<file path="config.mk">
export PLATFORM = sky130hd
export DESIGN_NAME = score_meter_flat
export DESIGN_NICKNAME = d
export VERILOG_FILES = /design/src/rtl/score_meter_if.sv /design/src/rtl/score_meter.sv /design/src/flat_wrapper.sv
export SDC_FILE = /design/constraint.sdc
export NUM_CORES = 1
export LEC_CHECK = 0
export ABC_AREA = 1
export BUFFER_PORTS_ARGS = -buffer_cell sky130_fd_sc_hd__buf_2
export CAP_MARGIN = 10
export CORE_ASPECT_RATIO = 0.6
export CORE_MARGIN = 4
export CORE_UTILIZATION = 35
export DETAILED_ROUTE_END_ITERATION = 8
export PLACE_DENSITY = 0.59
export SYNTH_ARGS = -nofsm -noshare
export SYNTH_HDL_FRONTEND = slang
export SYNTH_SLANG_ARGS = --single-unit
</file>
<file path="constraint.sdc">
create_clock -name Clk -period 2.87 [get_ports Clk]
set_input_delay 0.287 -clock Clk [delete_from_list [all_inputs] [get_ports Clk]]
set_output_delay 0.287 -clock Clk [all_outputs]
set_load 0.02 [all_outputs]
</file>
<file path="src/rtl/score_meter_if.sv">
// Pixel-scan bus between the VGA timing/score sources and score_meter.
// The master drives the frame strobe, scan position and packed scores;
// the slave returns the per-pixel layer flags for the colour mapper.
interface score_meter_if #(
  parameter int NUM_BARS = 2,
  parameter int SCORE_W  = 16
) ();
  localparam int IDX_W = (NUM_BARS > 1) ? $clog2(NUM_BARS) : 1;

  logic                        frame_clk;
  logic [9:0]                  DrawX;
  logic [9:0]                  DrawY;
  logic [NUM_BARS*SCORE_W-1:0] score;
  logic                        is_bar;
  logic                        is_peak;
  logic [IDX_W-1:0]            bar_idx;

  modport master (
    output frame_clk, DrawX, DrawY, score,
    input  is_bar, is_peak, bar_idx
  );

  modport slave (
    input  frame_clk, DrawX, DrawY, score,
    output is_bar, is_peak, bar_idx
  );
endinterface

</file>
<file path="src/rtl/score_meter.sv">
// score_meter: NUM_BARS animated vertical score meters for the VGA pixel path.
// Each meter eases toward score >> SCALE_SHIFT (clamped to BAR_H) by at most
// STEP pixels per frame. Per-pixel flags are registered (1-cycle latency).
// Optional peak-hold marker is compiled in when SCORE_METER_PEAK_EN is defined.
module score_meter #(
  parameter int NUM_BARS    = 2,
  parameter int SCORE_W     = 16,
  parameter int SCALE_SHIFT = 8,
  parameter int BAR_X0      = 480,
  parameter int BAR_W       = 20,
  parameter int BAR_GAP     = 8,
  parameter int BAR_TOP     = 0,
  parameter int BAR_H       = 480,
  parameter int STEP        = 4,
  parameter int PEAK_HOLD   = 30
) (
  input logic          Clk,
  input logic          Reset,
  score_meter_if.slave bus
);

  localparam int IDX_W  = (NUM_BARS > 1) ? $clog2(NUM_BARS) : 1;
  localparam int H_W    = $clog2(BAR_H + 1);
  localparam int CMP_W  = (SCORE_W > 32) ? SCORE_W : 32;
  localparam int BAR_BOT = BAR_TOP + BAR_H;  // first row below the meter area

  logic             frame_d;
  logic             fe;
  logic [H_W-1:0]   cur_h [NUM_BARS];
  logic [H_W-1:0]   tgt   [NUM_BARS];
  logic [H_W-1:0]   nxt_h [NUM_BARS];

  // Frame strobe edge detector; frame_d starts high so a strobe already
  // high when Reset drops is not mistaken for a new frame.
  always_ff @(posedge Clk) begin
    // NOTE: sequential state uses non-blocking assignments so every flop
    // samples pre-edge values regardless of statement order.
    if (Reset) frame_d <= 1'b1;
    else       frame_d <= bus.frame_clk;
  end

  assign fe = bus.frame_clk & ~frame_d;

  // Per-bar target (shift at full score width, then clamp) and the next
  // animated height, limited to STEP toward the target without overshoot.
  always_comb begin
    // NOTE: every array element gets a value before any branch, so no latch
    // can be inferred for paths that leave a height unchanged.
    for (int k = 0; k < NUM_BARS; k++) begin
      logic [CMP_W-1:0] raw;
      raw    = CMP_W'(bus.score[k*SCORE_W +: SCORE_W] >> SCALE_SHIFT);
      tgt[k] = (raw > CMP_W'(BAR_H)) ? H_W'(BAR_H) : H_W'(raw);
      nxt_h[k] = cur_h[k];
      if (cur_h[k] < tgt[k]) begin
        if ((tgt[k] - cur_h[k]) > H_W'(STEP)) nxt_h[k] = cur_h[k] + H_W'(STEP);
        else                                  nxt_h[k] = tgt[k];
      end else if (cur_h[k] > tgt[k]) begin
        if ((cur_h[k] - tgt[k]) > H_W'(STEP)) nxt_h[k] = cur_h[k] - H_W'(STEP);
        else                                  nxt_h[k] = tgt[k];
      end
    end
  end

  // Height registers advance once per detected frame edge; Reset wins.
  always_ff @(posedge Clk) begin
    // NOTE: these arrays are a handful of flops, not a RAM, so clearing
    // them in reset is cheap and required for the regrow-from-0 behaviour.
    if (Reset) begin
      for (int k = 0; k < NUM_BARS; k++) cur_h[k] <= '0;
    end else if (fe) begin
      for (int k = 0; k < NUM_BARS; k++) cur_h[k] <= nxt_h[k];
    end
  end

`ifdef SCORE_METER_PEAK_EN
  localparam int HC_W = $clog2(PEAK_HOLD + 1);

  logic [H_W-1:0]  peak_h   [NUM_BARS];
  logic [HC_W-1:0] hold_cnt [NUM_BARS];

  // Peak tracker: latch new highs, hold for PEAK_HOLD frames, then sink
  // one row per frame until it meets the bar again.
  always_ff @(posedge Clk) begin
    if (Reset) begin
      for (int k = 0; k < NUM_BARS; k++) begin
        peak_h[k]   <= '0;
        hold_cnt[k] <= '0;
      end
    end else if (fe) begin
      for (int k = 0; k < NUM_BARS; k++) begin
        if (nxt_h[k] >= peak_h[k]) begin
          peak_h[k]   <= nxt_h[k];
          hold_cnt[k] <= HC_W'(PEAK_HOLD);
        end else if (hold_cnt[k] != '0) begin
          hold_cnt[k] <= hold_cnt[k] - 1'b1;
        end else if (peak_h[k] > nxt_h[k]) begin
          peak_h[k]   <= peak_h[k] - 1'b1;
        end
      end
    end
  end
`endif

  int               px;
  int               py;
  logic             hit_bar;
  logic             hit_peak;
  logic [IDX_W-1:0] hit_idx;

  // Scan-position comparators: column match, fill span and peak row per bar.
  always_comb begin
    px       = int'(bus.DrawX);
    py       = int'(bus.DrawY);
    hit_bar  = 1'b0;
    hit_peak = 1'b0;
    hit_idx  = '0;
    for (int k = 0; k < NUM_BARS; k++) begin
      if (px >= BAR_X0 + k*(BAR_W+BAR_GAP) &&
          px <  BAR_X0 + k*(BAR_W+BAR_GAP) + BAR_W) begin
        hit_idx = IDX_W'(k);
        if (py >= BAR_BOT - int'(cur_h[k]) && py < BAR_BOT) hit_bar = 1'b1;
`ifdef SCORE_METER_PEAK_EN
        if (peak_h[k] != '0 && py == BAR_BOT - int'(peak_h[k])) hit_peak = 1'b1;
`endif
      end
    end
  end

  // Output register: flags describe the pixel presented one cycle earlier.
  always_ff @(posedge Clk) begin
    if (Reset) begin
      bus.is_bar  <= 1'b0;
      bus.bar_idx <= '0;
    end else begin
      bus.is_bar  <= hit_bar;
      bus.bar_idx <= hit_idx;
    end
  end

`ifdef SCORE_METER_PEAK_EN
  // Peak flag register, aligned with is_bar.
  always_ff @(posedge Clk) begin
    if (Reset) bus.is_peak <= 1'b0;
    else       bus.is_peak <= hit_peak;
  end
`else
  assign bus.is_peak = 1'b0;
`endif

endmodule
</file>
<file path="src/flat_wrapper.sv">
// flat-port wrapper written by rule: the top's interface ports become plain ports
module score_meter_flat 
#(
  parameter int NUM_BARS    = 2,
  parameter int SCORE_W     = 16,
  parameter int SCALE_SHIFT = 8,
  parameter int BAR_X0      = 480,
  parameter int BAR_W       = 20,
  parameter int BAR_GAP     = 8,
  parameter int BAR_TOP     = 0,
  parameter int BAR_H       = 480,
  parameter int STEP        = 4,
  parameter int PEAK_HOLD   = 30
)
  (Clk, Reset, bus_frame_clk, bus_DrawX, bus_DrawY, bus_score, bus_is_bar, bus_is_peak, bus_bar_idx);
  score_meter_if #(.NUM_BARS(NUM_BARS), .SCORE_W(SCORE_W)) bus_i ();
  input logic Clk;
  input logic Reset;
  input wire logic [$bits(bus_i.frame_clk)-1:0] bus_frame_clk;
  input wire logic [$bits(bus_i.DrawX)-1:0] bus_DrawX;
  input wire logic [$bits(bus_i.DrawY)-1:0] bus_DrawY;
  input wire logic [$bits(bus_i.score)-1:0] bus_score;
  output wire logic [$bits(bus_i.is_bar)-1:0] bus_is_bar;
  output wire logic [$bits(bus_i.is_peak)-1:0] bus_is_peak;
  output wire logic [$bits(bus_i.bar_idx)-1:0] bus_bar_idx;
  assign bus_i.frame_clk = bus_frame_clk;
  assign bus_i.DrawX = bus_DrawX;
  assign bus_i.DrawY = bus_DrawY;
  assign bus_i.score = bus_score;
  assign bus_is_bar = bus_i.is_bar;
  assign bus_is_peak = bus_i.is_peak;
  assign bus_bar_idx = bus_i.bar_idx;
  score_meter #(.NUM_BARS(NUM_BARS), .SCORE_W(SCORE_W), .SCALE_SHIFT(SCALE_SHIFT), .BAR_X0(BAR_X0), .BAR_W(BAR_W), .BAR_GAP(BAR_GAP), .BAR_TOP(BAR_TOP), .BAR_H(BAR_H), .STEP(STEP), .PEAK_HOLD(PEAK_HOLD)) u_core (.Clk(Clk), .Reset(Reset), .bus(bus_i));
endmodule
</file>
# Word-level counts from Yosys, hierarchy flattened
# Memories as Yosys holds them, arrays and structs flattened.
# Index checks and enable logic that the tools add are counted.
# op_classes
addsub	10
reduce_logical	4
n_lt_le_gt_ge	17
bitwise_logic	4
muxes	22
# ops
cell	count
$mux W9	12
$ge A11 B32 Y1	2
$gt A9 B3 Y1 const B	4
$sub A9 B9 Y9	4
$ge A10 B9 Y1 const B	2
$lt A10 B9 Y1 const B	2
$sub A9 B9 Y10 const A	2
$add A9 B3 Y9 const B	2
$gt A8 B9 Y1 const B	2
$gt A9 B9 Y1	2
$lt A9 B9 Y1	2
$sub A9 B3 Y9 const B	2
$lt A10 B10 Y1 const B	1
$mux W1	10
$logic_and A1 B1 Y1	4
$or A1 B1 Y1	2
$and A1 B1 Y1	1
$not A1 Y1	1
# word_totals
register_bits	3
mem_count	1
in_bits	55
wordCells	61
ram_bits	18
output_inout_bits	3
# mem_list
memory	words	width	read_ports	rd_ports_with_merged_regs	write_ports	line_no	source
u_core.cur_h	2	9	2	0	2	score_meter.sv:29	logic [H_W-1:0] cur_h [NUM_BARS];

# Depth between registers and ports, before layout
# logic_depth
depth_word	8
mapped_depth	17
mapped_depth_nobuf	16

# Worst setup path after synthesis
# Ideal clock, no wire load.
# synth_timing
path_type	register to register
start	memory u_core.cur_h[0][0] in the netlist's numbering
end	memory u_core.cur_h[0][0] in the netlist's numbering, enable pin
t_arrival_ps	1974
required_ps	2561
setup_time_ps	309
path_stages_with_launch	13
period_less_slack_ps	2282
path_slack_ps	588
path_buffers	0
cell_sequence	edfxtp_1 ha_1 fa_1 inv_1 nand2_1 nand2_2 xor2_1 nand3_1 nor2_4 nand2_2 nand2_1 nand2_1 nor2_1
# synth_rtl
item	line_no
start: declaration	score_meter.sv:29

==> results_dict.tcl <==
set metrics [dict create \
    fmax_ghz 0.373 \
    critPathCaptureType "flop" \
    core_mm2 0.0116 \
    track_usage_pct 17.4 \
    yosys-top-cells-count "nand2_1 (209), inv_1 (112), nand3_1 (97)" \
    p_comb_share_pct 52.9 \
    die_h_um 93.2 \
    cellPowerDensity_mw_per_mm2 303 \
    asyncSetResetFlopFracSynth_pct 0 \
    std_cell_rows 30 \
    pre_cts_ws_ps 222 \
    first_global_vias 3998 \
    status "finished, final reports clean" \
    rsz0062_at_grt "false" \
    crit_buf_inv 2 \
    place_inst 881 \
    synth_nets 800 \
    dr_total_vias 4406 \
    drtIter0Drc 356 \
    timing.hold.ws_ps 263 \
    worst-r2r-setup-slack_ps 190 \
    ant_nets 0 \
    syn_area_mm2 0.00424 \
    synth-edff-count 18 \
    final-instance-count-excl-fill 887 \
    synth-seq-cells 21 \
    crit_path_start_kind "flop" \
    setup-violations-final 0 \
    switching_share_pct 43.6 \
    port_buffers 38 \
    cts_sinks 21 \
    syn2layout_area_growth_pct 11.7 \
    vias_per_cell 4.97 \
    hold_class "primary input to flop" \
    drive_gt1_share_pct 12.1 \
    yosys.area.top_type "nand2_1" \
    clockPowerShare_pct 21.0 \
    synthTopCellsByArea "nand2_1 (19%), ha_1 (17%), edfxtp_1 (13%)" \
    cts_root_buffer "clkbuf_16" \
    drcViolationCount 0 \
    fin_ws_ps 190 \
    pin_count 58 \
    dp_hpwl_um 10500 \
    worstPathRequired_ps 2880 \
    cts.htree.levels 1 \
    vdd_ir_drop_max_mv 0.199 \
    tightest_slew_ps 509 \
    yosysSeqAreaShare_pct 14.2 \
    switchingPower_uw 624 \
    clockBufferDepth 2 \
    p_leak_uw 0.00264 \
    antenna_cells 0 \
    crit_family "simple AND/OR/NAND/NOR gates" \
    grt_pass1_wl_um 19800 \
    syn_area_per_cell_um2 6.19 \
    clkLatencyLatePin_ps 260 \
    gp_congestion 0.969 \
    slew_headroom_pct 65.9 \
    worst-setup-path-type "flop to flop" \
    ys.flop_type "edfxtp_1" \
    maxCapViolCount 0 \
    yosysTopAreaCellShare_pct 18.5 \
    yosysWarnings 0 \
    die_w_um 150 \
    wire_per_inst_um 13.7 \
    critical_path_peak_fanout 10 \
    setup-tns-final_ps 0 \
    cp_slowest_cell "ha_1" \
    overflow 0 \
    initial_core_util_pct 36.7 \
    worst_path_most_repeated_cell "nand2_1" \
    cts_buffers 3 \
    crit_chain "ha_1 -> nand3_1 -> nand2_1 -> nand2_1 -> nand2_1 -> nand2_2 -> nand3_1 -> nand2_1 -> o21ai_0 -> inv_1 -> buf_4" \
    critical-path-max-stage-delay_ps 550 \
    dieArea_mm2 0.0140 \
    hold_viol 0 \
    pwr-share-seq_pct 26.1 \
    power.internal_uw 808 \
    cts_tree "yes" \
    fin_crit_sh_pct 93.4 \
    slew_viol_final 0 \
    drt_wl_total_um 12200 \
    synthCells 685 \
    yosysMostFrequentCell "nand2_1" \
    min_period_ps 2680 \
    final_nets 843 \
    ys_types 38 \
    dpl_cell_area_mm2 0.00464 \
    antenna_found_initial 0 \
    drtPass1Iterations 5 \
    arrival_ps 2690 \
    cts_resized 0 \
    fin_area_mm2 0.00473 \
    cts.clk_slew.worst_paths_ps 60 \
    grt_max_degree 12 \
    skew_ps 3.47 \
]
layout make-up:
| type | instances | area (µm²) |
|---|---|---|
| Clock buffer | 4 | 78.8 |
| Fill cell | 1287 | 6830 |
| Inverter | 116 | 435 |
| Multi-Input combinational cell | 535 | 3130 |
| Sequential cell | 21 | 601 |
| Tap cell | 160 | 200 |
| Timing Repair Buffer | 51 | 288 |
flip-flops by register name, indices dropped and copies added, names as in the netlist:
signal and cells:
u_core.bus.bar_idx 1, u_core.bus.is_bar 1, u_core.cur_h 18, u_core.frame_d 1
routing by layer:
| metal | GRT usage (%) | wire length [µm] | vias to the layer above |
|---|---|---|---|
| li1 | - | - | 2261 |
| met1 | 29.3 | 6780 | 1976 |
| met2 | 22.7 | 4360 | 161 |
| met3 | 3.20 | 975 | 8 |
| met4 | 1.52 | 51 | 0 |
| met5 | 0 | 0 | - |
power by group through the flow:
stage,Combinational [µW],Clock [µW],Sequential (µW)
after floorplan,560,0,368
after global placement,726,0,381
after detailed placement,741,0,382
after CTS,745,315,375
after global routing,861,324,377
final,758,301,374
cell usage in the layout, fill, tap and decap left out, types with 16 or more instances in the layout:
| cell | instances |
|---|---|
| a21oi_1 | 21 |
| buf_2 | 38 |
| edfxtp_1 | 18 |
| ha_1 | 58 |
| inv_1 | 112 |
| nand2_1 | 209 |
| nand3_1 | 97 |
| nand4_1 | 16 |
| nor2_1 | 42 |
| xor2_1 | 31 |
through the flow:
stage	total power (µW)	util (%)
finish	1430	41.0
global placement	1110	40.1
global route	1560	41.0
CTS	1430	40.8
detailed placement	1120	40.1
floorplan	928	-
kinds of logic after synthesis:
kind of cell,Yosys count,share of synthesized area (%)
simple gates,403,43.2
fa+ha+maj,60,18.1
xor+xnor,37,7.65
compound gates,34,4.87
other cells,1,0.0885
flops,21,14.2
buf+inv,129,11.9
final timing paths:
kind,startpoint,end,cells past startpoint
max,u_core.cur_h[0][11],u_core.cur_h[0][14],11
min,bus_frame_clk,u_core.frame_d,3
max reg2reg,u_core.cur_h[0][11],u_core.cur_h[0][14],11
min reg2reg,u_core.frame_d,u_core.cur_h[0][9],3
repair_timing:
action,CTS,global route
hold buffers,0,0
buffers inserted,0,2
endpoints found under the setup margin,0,1
tightest hold or removal path: cells and delay by family:
family,cells,cell delay (ps)
buffers and inverters,2,140
and+or+nand+nor,1,60
No activity file was read; power rests on OpenSTA's default activity.
